### config.mk
export PLATFORM = sky130hd
export DESIGN_NAME = add_round_key_stage_flat
export DESIGN_NICKNAME = d
export VERILOG_FILES = /design/src/rtl/add_round_key_stage_if.sv /design/src/rtl/add_round_key_stage.sv /design/src/flat_wrapper.sv
export SDC_FILE = /design/constraint.sdc
export NUM_CORES = 2
export LEC_CHECK = 0
export BUFFER_PORTS_ARGS = -buffer_cell sky130_fd_sc_hd__buf_2
export CORE_MARGIN = 2
export CORE_UTILIZATION = 47
export DETAILED_ROUTE_END_ITERATION = 10
export PLACE_DENSITY = 0.76
export SYNTH_ARGS = -nofsm -noshare
export SYNTH_HDL_FRONTEND = slang
export SYNTH_SLANG_ARGS = --single-unit
### constraint.sdc
create_clock -name clk -period 4 [get_ports clk]
set_input_delay 0.2 -clock clk [delete_from_list [all_inputs] [get_ports clk]]
set_output_delay 0.2 -clock clk [all_outputs]
set_load 0.02 [all_outputs]
### src/rtl/add_round_key_stage_if.sv
// Handshake bundle between MIX_COLUMNS, the AddRoundKey stage and its consumer.
// The slave modport is the stage's view; the master modport is the surrounding datapath's view.
`timescale 1ns/1ps
interface add_round_key_stage_if #(
    parameter int DATA_W = 128
);
    logic              inValid;
    logic              inReady;
    logic [DATA_W-1:0] inData;
    logic [3:0]        inRound;
    logic              outValid;
    logic              outReady;
    logic [DATA_W-1:0] outData;
    logic [3:0]        outRound;
    logic              outLast;

    modport slave (
        input  inValid, inData, inRound, outReady,
        output inReady, outValid, outData, outRound, outLast
    );

    modport master (
        output inValid, inData, inRound, outReady,
        input  inReady, outValid, outData, outRound, outLast
    );
endinterface

### src/rtl/add_round_key_stage.sv
// AES-128 AddRoundKey stage: XORs each accepted state with its round key and
// queues the result in a 2-entry skid buffer whose head register drives the outputs.
`timescale 1ns/1ps
module add_round_key_stage #(
    parameter int NUM_KEYS = 11,
    parameter int DATA_W   = 128
) (
    input  logic                 clk,
    input  logic                 rst_n,
    input  logic                 i_keyWrEn,
    input  logic [3:0]           i_keyWrAddr,
    input  logic [DATA_W-1:0]    i_keyWrData,
    add_round_key_stage_if.slave io_bus,
    output logic                 o_errRound
);

    typedef enum logic [1:0] {
        SKID_EMPTY = 2'd0,
        SKID_ONE   = 2'd1,
        SKID_FULL  = 2'd2
    } skidState_t;

    logic [DATA_W-1:0] r_keys [NUM_KEYS];
    skidState_t        r_state;
    logic [DATA_W-1:0] r_headData;
    logic [3:0]        r_headRound;
    logic              r_headLast;
    logic [DATA_W-1:0] r_skidData;
    logic [3:0]        r_skidRound;
    logic              r_skidLast;
    logic              r_errRound;

    logic              w_push;
    logic              w_pop;
    logic              w_roundOk;
    logic [DATA_W-1:0] w_key;
    logic [DATA_W-1:0] w_result;
    logic              w_last;

    assign w_push    = io_bus.inValid & io_bus.inReady;
    assign w_pop     = io_bus.outValid & io_bus.outReady;
    assign w_roundOk = io_bus.inRound < 4'(NUM_KEYS);
    // The key store is read before this edge's write lands, so a same-cycle write still yields the old key.
    assign w_key     = w_roundOk ? r_keys[io_bus.inRound] : '0;
    assign w_result  = io_bus.inData ^ w_key;
    assign w_last    = io_bus.inRound == 4'(NUM_KEYS - 1);

    always_ff @(posedge clk or negedge rst_n) begin
        if (!rst_n) begin
            for (int i = 0; i < NUM_KEYS; i++) begin
                r_keys[i] <= '0;
            end
        end else if (i_keyWrEn && (i_keyWrAddr < 4'(NUM_KEYS))) begin
            r_keys[i_keyWrAddr] <= i_keyWrData;
        end
    end

    // The head register is the output; the skid register only fills when the head is stalled.
    always_ff @(posedge clk or negedge rst_n) begin
        if (!rst_n) begin
            r_state     <= SKID_EMPTY;
            r_headData  <= '0;
            r_headRound <= '0;
            r_headLast  <= 1'b0;
            r_skidData  <= '0;
            r_skidRound <= '0;
            r_skidLast  <= 1'b0;
        end else begin
            case (r_state)
                SKID_EMPTY: begin
                    if (w_push) begin
                        r_headData  <= w_result;
                        r_headRound <= io_bus.inRound;
                        r_headLast  <= w_last;
                        r_state     <= SKID_ONE;
                    end
                end
                SKID_ONE: begin
                    if (w_push && w_pop) begin
                        r_headData  <= w_result;
                        r_headRound <= io_bus.inRound;
                        r_headLast  <= w_last;
                    end else if (w_push) begin
                        r_skidData  <= w_result;
                        r_skidRound <= io_bus.inRound;
                        r_skidLast  <= w_last;
                        r_state     <= SKID_FULL;
                    end else if (w_pop) begin
                        r_state     <= SKID_EMPTY;
                    end
                end
                SKID_FULL: begin
                    if (w_pop) begin
                        r_headData  <= r_skidData;
                        r_headRound <= r_skidRound;
                        r_headLast  <= r_skidLast;
                        r_state     <= SKID_ONE;
                    end
                end
                default: r_state <= SKID_EMPTY;
            endcase
        end
    end

    always_ff @(posedge clk or negedge rst_n) begin
        if (!rst_n) begin
            r_errRound <= 1'b0;
        end else if (w_push && !w_roundOk) begin
            r_errRound <= 1'b1;
        end
    end

    assign io_bus.inReady  = (r_state != SKID_FULL);
    assign io_bus.outValid = (r_state != SKID_EMPTY);
    assign io_bus.outData  = r_headData;
    assign io_bus.outRound = r_headRound;
    assign io_bus.outLast  = r_headLast;
    assign o_errRound      = r_errRound;

endmodule
### src/flat_wrapper.sv
// flat-port wrapper written by rule: the top's interface ports become plain ports
module add_round_key_stage_flat 
#(
    parameter int NUM_KEYS = 11,
    parameter int DATA_W   = 128
)
  (clk, rst_n, i_keyWrEn, i_keyWrAddr, i_keyWrData, o_errRound, io_bus_inValid, io_bus_inData, io_bus_inRound, io_bus_outReady, io_bus_inReady, io_bus_outValid, io_bus_outData, io_bus_outRound, io_bus_outLast);
  add_round_key_stage_if #(.DATA_W(DATA_W)) io_bus_i ();
  input  logic clk;
  input  logic rst_n;
  input  logic i_keyWrEn;
  input  logic [3:0] i_keyWrAddr;
  input  logic [DATA_W-1:0] i_keyWrData;
  output logic o_errRound;
  input wire logic [$bits(io_bus_i.inValid)-1:0] io_bus_inValid;
  input wire logic [$bits(io_bus_i.inData)-1:0] io_bus_inData;
  input wire logic [$bits(io_bus_i.inRound)-1:0] io_bus_inRound;
  input wire logic [$bits(io_bus_i.outReady)-1:0] io_bus_outReady;
  output wire logic [$bits(io_bus_i.inReady)-1:0] io_bus_inReady;
  output wire logic [$bits(io_bus_i.outValid)-1:0] io_bus_outValid;
  output wire logic [$bits(io_bus_i.outData)-1:0] io_bus_outData;
  output wire logic [$bits(io_bus_i.outRound)-1:0] io_bus_outRound;
  output wire logic [$bits(io_bus_i.outLast)-1:0] io_bus_outLast;
  assign io_bus_i.inValid = io_bus_inValid;
  assign io_bus_i.inData = io_bus_inData;
  assign io_bus_i.inRound = io_bus_inRound;
  assign io_bus_i.outReady = io_bus_outReady;
  assign io_bus_inReady = io_bus_i.inReady;
  assign io_bus_outValid = io_bus_i.outValid;
  assign io_bus_outData = io_bus_i.outData;
  assign io_bus_outRound = io_bus_i.outRound;
  assign io_bus_outLast = io_bus_i.outLast;
  add_round_key_stage #(.NUM_KEYS(NUM_KEYS), .DATA_W(DATA_W)) u_core (.clk(clk), .rst_n(rst_n), .i_keyWrEn(i_keyWrEn), .i_keyWrAddr(i_keyWrAddr), .i_keyWrData(i_keyWrData), .io_bus(io_bus_i), .o_errRound(o_errRound));
endmodule
==> results.toml <==
[timing]
slew_headroom_pct = 24.8
rsz0062_at_grt = "no"
hold_violations = 0
fin_tns_setup_ps = 0
setup_violations = 0
timing_worst_slew_pin_value_ps = 1130
postLayoutSetupSlackWorst_ps = 1310
post-route-min-period_ps = 2690
fmaxAchievable_mhz = 372
fin_worst_skew_ps = 27.8
finalMaxSlewViolations = 0
finalCritPeriodShare_pct = 67.1

[layout]
drive_gt1_share_pct = 33.7
final_cells = 9041
ff_latch_area_um2 = 42000
most_frequent_standard_cell_in_the_layout_excluding_fill_and_tap_cells = "dfrtp_1"
final.fill_count = 13558
final_util_pct = 55.0
area_of_combinational_cells_with_multiple_inputs_um2 = 34900
area.growth.synth_to_final_pct = 16.0
design.final.nets = 6940
layout_common_cells = "dfrtp_1 (1677), mux2_2 (1413), mux2i_1 (634), a21oi_1 (500), buf_2 (400)"
postLayoutCellArea_um2 = 92000

[route]
drc = 0
detail_route.iter0.violations = 4411
post_drt_via_cell_ratio = 6.11
antenna_violating_nets_post_route = 0
totalWireLength_mm = 224
via_count_of_the_routed_design = 55278
detail_route.first_pass.iterations = 6
routed_wl_per_cell_um = 24.8

[logic_synthesis]
synthesis.yosys.warnings = 0
synth_top_area_cell = "dfrtp_1"
synth_top_area_share_pct = 52.9
async_flop_share_pct = 100
synth-seq-area-share_pct = 52.9
netlist_area_um2 = 79300
avgSynthCellArea_um2 = 12.7
synth.net_count = 6515
post_synth_cell_types = 46
synth_cells = 6246
ys_seq_elements = 1677
synthFlopType = "dfrtp_1"
edff_count_synth = 0
post_synth_main_area_contributors = "dfrtp_1 (53%), mux2_2 (20%), mux2i_1 (8.0%), a21oi_1 (3.2%), a311o_1 (1.6%)"

[die]
die_area_um2 = 172000
rows = 150
initial_utilization_pct = 47.4
fp.dieH_um = 415
ios = 405
die_x_um = 415
fp.coreArea_um2 = 167000

[global_routing]
grt_antenna_before_repair = 27
total_overflow_reported_by_the_global_router = 0
global_route_wire_length_before_repair_mm = 342
grt_max_degree = 169
gr-usage-all-layers_pct = 25.5
vias_in_the_first_global_route = 57219

[clock_tree]
cts_setup_buffers = 0
clk_path_buf_depth = 3
cts.sink_count = 1677
cts_tree = "built"
post_cts_resized = 0
clock_insertion_delay_worst_skew_ps = 830
cts.reportedPaths.clkPinSlew_ps = 60
cts_bufs_inserted = 177
clockRootBuffer = "clkbuf_16"
h-tree-depth = 4

[worst_hold_path]
holdCritPathClass = "in2async"

[worst_setup_path]
worst_r2r_startpoint = "u_core.r_state[1]$_DFFE_PN0P_"
worst_r2r_endpoint = "u_core.io_bus.outData[125]$_DFFE_PN0P_"
cp-start-kind = "input port"
crit_chain = "dlygate4sd3_1 -> buf_2 -> and4bb_4 -> buf_4 -> o2bb2ai_1 -> a31oi_1 -> xor2_1 -> o21ai_1"
critPathKind = "in2reg"
crit_required_ps = 4690
worstSetupEndpointType = "register"
cp_slowest_cell = "and4bb_4"
worstPathMaxFanout = 33
cp.arrival_ps = 3370
reg2reg_slack_ps = 1590
worst_r2r_path_depth = 6
timing.critical_path.slowest_cell_delay_ps = 960

[power_and_ir_drop]
power_density_nw_per_um2 = 556
total_leakage_power_nw = 40.6
peak_vdd_ir_v = 0.000523

[job]
max-cap-violations = 0

[placed_design]
io_buffer_count = 404
dp_hpwl_mm = 127
post-place-cells = 8434
gp_congestion = 0.804
preCtsSetupSlack_ps = 923
detailed_place.area_um2 = 83400

[outcome]
status = "complete, no violations"
-- layer usage --
metal | track usage, % | share of wire [%] | up-vias
li1 | - | - | 23854
met1 | 32.6 | 41 | 28809
met2 | 43.0 | 49 | 2036
met3 | 3.71 | 5.6 | 575
met4 | 11.8 | 4.3 | 4
met5 | 0 | 0.012 | -
-- power by group --
part | internal, W | total, W | leakage [nW] | switching [W]
clock | 0.00973 | 0.0168 | 2.94 | 0.00704
combinational | 0.00511 | 0.0105 | 17.2 | 0.00541
sequential | 0.0214 | 0.0239 | 20.4 | 0.00254
total | 0.0362 | 0.0512 | 40.6 | 0.0150
-- cells by family after synthesis --
logic type	share of synthesized area, %
xor gates and xnor gates	1.41
muxes	28.2
DFF	52.9
AOI/OAI and AO/OA	10.2
buffers and inverters	3.28
and+or+nand+nor	4.01
-- layout make-up --
class / instances / share of cell area [%]
clock buffer: 269 / 5.75
antenna: 25 / 0.0680
sequential: 1677 / 45.6
timing repair buffer: 789 / 6.93
inverter: 1 / 0.00408
tap: 2204 / 3.00
multi-input combinational: 4025 / 37.9
clock inverter: 51 / 0.747
-- worst max-delay path, delay by kind of cell --
family                 cells  cell delay, ps
buffers and inverters      3            1510
XOR/XNOR                   1             170
AO/OA/AOI/OAI              3             420
AND/OR/NAND/NOR            1             960
-- registers in the layout, summed over array words and instances, names as in the netlist --
name,count
u_core.io_bus.outData,128
u_core.r_state,2
u_core.r_skidLast,1
u_core.r_keys,1408
u_core.io_bus.outLast,1
u_core.r_skidRound,4
u_core.r_skidData,128
u_core.io_bus.outRound,4
u_core.o_errRound,1
-- through the flow --
stage / power (W) / hold WS (ps)
floorplan: 0.0308 / -95.6
global placement: 0.0336 / 300
detailed placement: 0.0343 / 289
CTS: 0.0513 / 18.9
global route: 0.0535 / 68.9
finish: 0.0512 / 64.2
-- worst max-delay path by stage --
stage,end,slack [ps],startpoint,cells after the start
floorplan,u_core.io_bus.outData[100]$_DFFE_PN0P_,2340,io_bus_inRound[2],9
global placement,u_core.io_bus.outData[126]$_DFFE_PN0P_,990,io_bus_inRound[0],7
detailed placement,u_core.r_skidData[35]$_DFFE_PN0P_,920,io_bus_inRound[0],7
CTS,u_core.r_skidData[41]$_DFFE_PN0P_,1430,io_bus_inRound[1],8
global route,u_core.io_bus.outData[35]$_DFFE_PN0P_,1260,io_bus_inRound[1],8
finish,u_core.r_skidData[50]$_DFFE_PN0P_,1310,io_bus_inRound[1],8
-- synth_stat cells (2+ instances only) --
library cell and count:
dfrtp_1 1677, mux2_2 1413, mux2i_1 634, a21oi_1 500, clkbuf_1 273, nand2_1 266, buf_2 175, nor2_1 140
a31oi_1 130, a22oi_1 128, xor2_1 128, nand3_1 127, a311o_1 124, nand4_1 124, o21ai_1 124, o2bb2ai_1 77
buf_4 46, o2bb2ai_4 30, buf_1 27, buf_6 22, o2bb2ai_2 21, nand2b_1 11, o21ai_0 8, nor2b_1 7
or3_1 4, mux4_2 3, nor3_1 3, nor4b_1 3, a221oi_2 2, a22oi_2 2, nand3b_1 2
-- what timing repair did --
action | in CTS | in global routing
hold buffers | 262 | 0
hold endpoints to repair | 2258 | 0
setup endpoints to repair | 0 | 0
No activity file was read; power rests on OpenSTA's default activity.
